--- src/rtl/wheel_period_meter.sv ---
// Wheel revolution period meter.
// Synchronizes a bouncy reed-switch input and counts prescaled ticks between
// debounced rising edges. Each result is offered through a valid/ready handshake.
// A period of 0 together with 'stopped' reports that no revolution arrived
// before the counter saturated.
module wheel_period_meter #(
    parameter int WIDTH    = 12,
    parameter int PRESCALE = 1000,
    parameter int DEBOUNCE = 20
) (
    input  logic             clk,
    input  logic             rst_n,
    input  logic             reed,
    output logic [WIDTH-1:0] period,
    output logic             period_valid,
    input  logic             period_ready,
    output logic             stopped,
    output logic             overrun
);

    localparam int PW = (PRESCALE > 1) ? $clog2(PRESCALE) : 1;
    localparam int LW = (DEBOUNCE > 0) ? $clog2(DEBOUNCE + 1) : 1;
    localparam logic [WIDTH-1:0] CNT_MAX = '1;

    typedef enum logic {IDLE, MEASURE} state_t;

    state_t           state_q, state_d;
    logic             reed_meta_q, reed_meta_d;
    logic             reed_sync_q, reed_sync_d;
    logic             reed_prev_q, reed_prev_d;
    logic [PW-1:0]    presc_q, presc_d;
    logic [LW-1:0]    lock_q, lock_d;
    logic [WIDTH-1:0] cnt_q, cnt_d;
    logic [WIDTH-1:0] period_q, period_d;
    logic             valid_q, valid_d;
    logic             stopped_q, stopped_d;
    logic             overrun_q, overrun_d;

    logic             reed_rise;
    logic             tick;
    logic             accept;
    logic             cnt_sat;
    logic             load;
    logic [WIDTH-1:0] load_val;

    // Next-state logic: synchronizer, prescaler, lockout, FSM and output handshake
    always_comb begin
        reed_meta_d = reed;
        reed_sync_d = reed_meta_q;
        reed_prev_d = reed_sync_q;
        reed_rise   = reed_sync_q & ~reed_prev_q;

        tick    = (presc_q == PW'(PRESCALE - 1));
        accept  = reed_rise && (lock_q == '0);
        cnt_sat = (cnt_q == CNT_MAX);

        presc_d   = tick ? '0 : presc_q + PW'(1);
        lock_d    = (tick && lock_q != '0) ? lock_q - LW'(1) : lock_q;
        state_d   = state_q;
        cnt_d     = cnt_q;
        period_d  = period_q;
        valid_d   = valid_q;
        stopped_d = stopped_q;
        overrun_d = overrun_q;
        load      = 1'b0;
        load_val  = '0;

        case (state_q)
            IDLE: begin
                // Reference edge: restart the time base so the first period is tick-aligned
                if (accept) begin
                    state_d = MEASURE;
                    cnt_d   = '0;
                    presc_d = '0;
                    lock_d  = LW'(DEBOUNCE);
                end
            end
            MEASURE: begin
                if (tick && !cnt_sat) begin
                    cnt_d = cnt_q + WIDTH'(1);
                end
                if (accept) begin
                    // Include a tick landing in this same cycle so edges N ticks apart read N
                    load      = 1'b1;
                    load_val  = (tick && !cnt_sat) ? cnt_q + WIDTH'(1) : cnt_q;
                    cnt_d     = '0;
                    lock_d    = LW'(DEBOUNCE);
                    stopped_d = 1'b0;
                end else if (tick && cnt_sat) begin
                    load      = 1'b1;
                    load_val  = '0;
                    cnt_d     = '0;
                    stopped_d = 1'b1;
                    state_d   = IDLE;
                end
            end
            default: state_d = IDLE;
        endcase

        if (valid_q && period_ready) begin
            valid_d = 1'b0;
        end
        if (load) begin
            period_d = load_val;
            valid_d  = 1'b1;
            if (valid_q && !period_ready) begin
                overrun_d = 1'b1;
            end
        end
    end

    // State registers with asynchronous active-low reset
    always_ff @(posedge clk or negedge rst_n) begin
        if (!rst_n) begin
            state_q     <= IDLE;
            reed_meta_q <= 1'b0;
            reed_sync_q <= 1'b0;
            reed_prev_q <= 1'b0;
            presc_q     <= '0;
            lock_q      <= '0;
            cnt_q       <= '0;
            period_q    <= '0;
            valid_q     <= 1'b0;
            stopped_q   <= 1'b1;
            overrun_q   <= 1'b0;
        end else begin
            state_q     <= state_d;
            reed_meta_q <= reed_meta_d;
            reed_sync_q <= reed_sync_d;
            reed_prev_q <= reed_prev_d;
            presc_q     <= presc_d;
            lock_q      <= lock_d;
            cnt_q       <= cnt_d;
            period_q    <= period_d;
            valid_q     <= valid_d;
            stopped_q   <= stopped_d;
            overrun_q   <= overrun_d;
        end
    end

    assign period       = period_q;
    assign period_valid = valid_q;
    assign stopped      = stopped_q;
    assign overrun      = overrun_q;

endmodule

--- config.mk ---
export PLATFORM = sky130hd
export DESIGN_NAME = wheel_period_meter
export DESIGN_NICKNAME = d
export VERILOG_FILES = /design/src/rtl/wheel_period_meter.sv
export SDC_FILE = /design/constraint.sdc
export NUM_CORES = 1
export LEC_CHECK = 0
export ABC_AREA = 1
export BUFFER_PORTS_ARGS = -buffer_cell sky130_fd_sc_hd__buf_2
export CORE_MARGIN = 2
export CORE_UTILIZATION = 54
export CTS_CLUSTER_SIZE = 8
export DETAILED_ROUTE_END_ITERATION = 6
export GPL_TIMING_DRIVEN = 1
export PLACE_DENSITY_LB_ADDON = 0.3
export SYNTH_ARGS = -nofsm -noshare
export SYNTH_HDL_FRONTEND = slang
export SYNTH_SLANG_ARGS = --single-unit
--- constraint.sdc ---
create_clock -name clk -period 1.5 [get_ports clk]
set_input_delay 0.075 -clock clk [delete_from_list [all_inputs] [get_ports clk]]
set_output_delay 0.075 -clock clk [all_outputs]
set_load 0.05 [all_outputs]
# Yosys cells after proc, flatten, opt, wreduce, memory -nomap -nowiden
# Index checks and enable logic that the tools add are counted.
[word_totals]
in_bits = 4
regBits = 46
elab_cells = 58
[classes]
n_eq_ne = 3
add_sub_neg = 3
n_reduce_logical = 15
muxes = 23
n_bitwise = 3
[ops]
columns = ["operator", "count"]
rows = [
  ["$mux W12", 6],
  ["$mux W10", 3],
  ["$pmux W12 S2", 1],
  ["$add A12 B1 Y12 const B", 1],
  ["$eq A12 B12 Y1 const B", 1],
  ["$add A10 B1 Y10 const B", 1],
  ["$eq A10 B10 Y1 const B", 1],
  ["$mux W1", 10],
  ["$mux W5", 2],
  ["$logic_and A1 B1 Y1", 6],
  ["$reduce_bool A2 Y1", 3],
  ["$logic_not A5 Y1", 1],
  ["$reduce_bool A5 Y1", 1],
  ["$sub A5 B1 Y5 const B", 1],
  ["$reduce_and A2 Y1", 2],
  ["$logic_not A1 Y1", 2],
  ["$ne A2 B2 Y1 const B", 1],
  ["$not A1 Y1", 2],
  ["$pmux W1 S2", 1],
  ["$and A1 B1 Y1", 1],
]

# Logic depth before layout (Yosys ltp)
[logic_depth]
word_depth = 7
mapped_depth = 11
depth_no_buf = 10

# Least setup slack after synthesis
# OpenSTA, ideal clock, no wires.
[synth_path]
path_kind = "register to register"
from = "register cnt_q[0]"
to = "register period_q[11] (netlist: period[11])"
t_arrival_ps = 1438
path_slack_ps = -57
n_path_buf = 1
required_time_ps = 1381
synth_period_minus_slack_ps = 1557
setup_time_ps = 119
stages_incl_launch_ff = 12
cell_sequence = "dfrtp_1 ha_1 nand2_1 nor2_2 nand2_2 nor2_4 nand3_2 nand2_2 nand2_4 buf_6 nand2_1 nand2_1"
[synth_between]
elab_chain_cells = 6
word_cells_on_any_way = 11
cone_classes = "1 x add/sub; 1 x eq/ne; 6 x mux; 3 x reduce/logical"
[synth_rtl]
columns = ["element", "line_no", "rtl"]
rows = [
  ["from (decl)", "33", "logic [WIDTH-1:0] cnt_q, cnt_d;"],
  ["from (signal assigned)", "133", "cnt_q <= cnt_d;"],
  ["branches (longest 6 deep; another with $add A12 B1 Y12)", "-", ""],
  ["to (signal assigned)", "134", "period_q <= period_d;"],
  ["to (decl)", "34", "logic [WIDTH-1:0] period_q, period_d;"],
]
# Several ways; the timed one is not identified.
# A chain may end at the register's enable or synchronous reset.

# Worst setup path in the final report
[layout_path]
from = "register cnt_q[1]"
to = "register cnt_q[11]"
[layout_between]
elab_chain_cells = 7
word_cells_on_any_way = 9
cone_classes = "1 x add/sub; 1 x eq/ne; 4 x mux; 3 x reduce/logical"
[layout_rtl]
columns = ["element", "line_no", "rtl"]
rows = [
  ["branches (longest 4 deep; another with $add A12 B1 Y12)", "-", ""],
  ["$mux W12 (*)", "89", "end else if (tick && cnt_sat) begin"],
  ["$mux W12 (*)", "82", "if (accept) begin"],
  ["$pmux W12 S2 (*)", "68", "case (state_q)"],
]
# Mark *: on every way between the ends.

==> flow_summary.json <==
{
  "outcome": "finished with violations",
  "violated_checks": "setup timing",
  "timing.critical_path.from_type": "flop",
  "viasPerCell": 5.43,
  "hold_slack_ns": 0.0843,
  "final-setup-viol-count": 35,
  "drt_first_iter_violations": 212,
  "post-route-worst-setup-slack_ns": -0.0946,
  "cts-root-to-sink-buffers": 2,
  "synth.top_cells.by_count": "122 x sky130_fd_sc_hd__nand2_1, 45 x sky130_fd_sc_hd__dfrtp_1, 39 x sky130_fd_sc_hd__nor2_1",
  "die_height_um": 71.2,
  "critPathRequiredTime_ns": 1.74,
  "fin_crit_ns": 1.59,
  "power.leakage_nw": 1.70,
  "fp.dieW_um": 71.2,
  "fp-row-count": 24,
  "grt_pass1_wl_um": 9620,
  "timing.rr.end": "cnt_q[11]$_DFFE_PN0P_",
  "timing.critical_path.cells": "buf_4, buf_4, nand2_1, nor2_1, nand3_1, nand2_1, nand2_1, nand2_2, nand2_1, o21bai_1",
  "gr-total-overflow": 0,
  "power_density_nw_per_um2": 994,
  "async_flop_share_pct": 100,
  "clock_skew_ns": 0.0150,
  "r2r.worst_path.cells": 10,
  "rsz0062_at_grt": "true",
  "worst_ir_drop_on_vdd_mv": 1.09,
  "route.antenna.remaining_nets": 0,
  "yosys_warnings": 0,
  "synth_cells": 327,
  "grt_start_max_net_pins": 30,
  "clock_insertion_delay_at_the_later_pin_of_the_skew_report_ns": 0.31,
  "syn-cell-area_um2": 2440,
  "syn2layout_area_growth_pct": 39.0,
  "ys_top_cells_by_area": "sky130_fd_sc_hd__dfrtp_1 46%, sky130_fd_sc_hd__nand2_1 19%, sky130_fd_sc_hd__nor2_1 6.0%, sky130_fd_sc_hd__inv_1 5.7%, sky130_fd_sc_hd__nand3_1 5.1%",
  "initial_utilization_pct": 56.0,
  "worstPathArrival_ns": 1.84,
  "min-delay-start": "period_ready",
  "placed_cells": 426,
  "tritoncts.num_buffers": 5,
  "cap_violations": 0,
  "synth-seq-cells": 46,
  "nNetsFinal": 407,
  "synthesis.area_per_instance_um2": 7.46,
  "antenna_found_initial": 0,
  "multi_input_comb_area_um2": 1360,
  "gp_congestion": 0.925,
  "post-route-period-util_pct": 106,
  "floorplan.io_pins": 19,
  "via_count": 2459,
  "fill_cells": 272,
  "grt_use_total_pct": 24.0,
  "syn_nets": 334,
  "dr.pass1.iters": 5,
  "synth.largest_area_cell": "sky130_fd_sc_hd__dfrtp_1",
  "crit_top_cell": "sky130_fd_sc_hd__nand2_1",
  "fmaxAchievable_mhz": 627,
  "drc": 0,
  "clockRootBuffer": "sky130_fd_sc_hd__clkbuf_8",
  "critical_path_class": "flop to flop",
  "h-tree-depth": 2,
  "crit-reg2reg-launch": "cnt_q[1]$_DFFE_PN0P_",
  "synthFlopType": "sky130_fd_sc_hd__dfrtp_1",
  "yosysMostFrequentCell": "sky130_fd_sc_hd__nand2_1",
  "drive_above_1_share_pct": 34.4,
  "synth_largest_type_area_fraction_pct": 46.2,
  "netlist-cell-type-count": 27,
  "wirelength_um": 6850,
  "worstHoldEndpoint": "overrun$_DFFE_PN0P_",
  "vias_in_the_first_global_route": 2193,
  "path_clk_slew_ns": 0.09,
  "numPortBuffers": 18,
  "final_cell_count_without_fillers": 453,
  "min_delay_path_depth": 4,
  "r2r_setup_slack_ns": -0.09,
  "drv_slew": 0,
  "hpwlAfterDp_um": 3730,
  "die-area_um2": 5070,
  "worstHoldPathType": "input pin to flop",
  "timing_worst_slew_pin_value_ns": 0.424,
  "end_kind": "flop",
  "worst_path_max_delay_cell": "sky130_fd_sc_hd__dfrtp_1",
  "insertedDiodeCount": 0,
  "numClockSinks": 46,
  "hold_viol_final": 0,
  "timing.critical_path.fanout_max": 4,
  "critPathMaxStageDelay_ns": 0.43,
  "synth_enable_flop_cells": 0,
  "core_area_um2": 4350,
  "sequential_cell_area_fraction_in_the_yosys_report_pct": 47.2,
  "wire_per_inst_um": 15.1,
  "tightest_slew_margin_relative_to_the_limit_pct": 71.5,
  "clock_tree_from_tritoncts": "done",
  "regArea_um2": 1150
}
-- how the worst max path moves through the flow --
| stage | start | end | slack [ns] |
|---|---|---|---|
| floorplan | cnt_q[0]$_DFFE_PN0P_ | period[11]$_DFFE_PN0P_ | -0.05 |
| global placement | lock_q[0]$_DFFE_PN0P_ | presc_q[2]$_DFF_PN0_ | -0.17 |
| detailed placement | lock_q[0]$_DFFE_PN0P_ | presc_q[5]$_DFF_PN0_ | -0.16 |
| CTS | cnt_q[1]$_DFFE_PN0P_ | period[6]$_DFFE_PN0P_ | -0.08 |
| global route | cnt_q[1]$_DFFE_PN0P_ | cnt_q[4]$_DFFE_PN0P_ | -0.18 |
| finish | cnt_q[1]$_DFFE_PN0P_ | cnt_q[11]$_DFFE_PN0P_ | -0.09 |
-- flip-flops by register name, indices dropped and copies added, names as in the netlist --
signal	flops
state_q	1
reed_prev_q	1
reed_prev_d	1
cnt_q	12
stopped	1
overrun	1
period_valid	1
period	12
lock_q	5
presc_q	10
reed_meta_q	1
-- cell type report --
type	instances	share of cell area, %
Multi-Input combinational cell	240	40.1
Sequential cell	46	34.0
Timing Repair Buffer	69	16.2
Inverter	38	4.35
Clock buffer	7	2.55
Tap cell	52	1.92
Clock inverter	1	0.886
-- logic make-up after synthesis --
logic type / after synthesis / synth area share [%]
AOI/OAI and AO/OA: 19 / 4.72
xor gates and xnor gates: 9 / 3.23
adders and majority gates: 3 / 1.54
buffers and inverters: 42 / 7.03
DFF: 46 / 47.2
and+or+nand+nor: 208 / 36.3
-- through the flow --
step	util (%)	total power, mW	worst slack [ns]	setup TNS (ns)	instance area (um^2)
final	77.9	3.37	-0.0946	-1.82	3390
after global routing	77.9	3.52	-0.184	-5.13	3390
after CTS	72.3	3.22	-0.0800	-1.43	3150
after detailed placement	65.3	2.23	-0.157	-2.90	2840
after global placement	65.3	2.22	-0.174	-2.77	2840
after floorplan	-	1.94	-0.0512	-0.362	2440
-- report_power, final --
group	internal, mW	switching (mW)	total [mW]
registers	1.38	0.139	1.52
logic	0.374	0.505	0.879
clock network	0.544	0.428	0.972
total	2.30	1.07	3.37
-- timing repair --
action,in CTS,in global routing
setup endpoints to repair,40,42
buffers inserted,6,8
cloned,1,2
hold endpoints to repair,17,0
hold buffers,2,0
pin swaps,8,18
gates resized for setup,38,44
-- layout by cell type, fill, tap and decap left out, types with 2 or more instances in the layout --
cell,n
sky130_fd_sc_hd__dlygate4sd3_1,2
sky130_fd_sc_hd__o21ai_1,10
sky130_fd_sc_hd__nand2_2,17
sky130_fd_sc_hd__nand2_8,2
sky130_fd_sc_hd__nand3_4,2
sky130_fd_sc_hd__xor2_1,7
sky130_fd_sc_hd__clkbuf_8,6
sky130_fd_sc_hd__nand3_2,9
sky130_fd_sc_hd__a21oi_1,2
sky130_fd_sc_hd__xnor2_1,2
sky130_fd_sc_hd__nand2_1,103
sky130_fd_sc_hd__nor2_2,7
sky130_fd_sc_hd__nand3_1,16
sky130_fd_sc_hd__buf_6,4
sky130_fd_sc_hd__nand2_4,7
sky130_fd_sc_hd__ha_2,2
sky130_fd_sc_hd__nor2_4,7
sky130_fd_sc_hd__dfrtp_1,44
sky130_fd_sc_hd__inv_2,5
sky130_fd_sc_hd__inv_1,32
sky130_fd_sc_hd__nor3_1,5
sky130_fd_sc_hd__buf_4,41
sky130_fd_sc_hd__buf_12,3
sky130_fd_sc_hd__o21ai_0,3
sky130_fd_sc_hd__buf_2,18
sky130_fd_sc_hd__nand4_1,4
sky130_fd_sc_hd__nor2_1,29
-- metal layers --
layer  vias up  wire, um  track usage [%]  part of all wire, %
met2       107      3360             41.5                   49
met3        31       359             4.64                  5.2
met1      1158      2840             29.8                   42
met4         0       284             9.22                  4.1
met5         -         0                0                    0
li1       1163         -                -                    -
-- critical path: cells and delay by family (launching register included) --
family,cells,cell delay (ns)
buffers and inverters,2,0.28
AOI/OAI and AO/OA,1,0.12
and+or+nand+nor,7,0.71
DFF,1,0.43
Power figures use the tool's default switching activity.
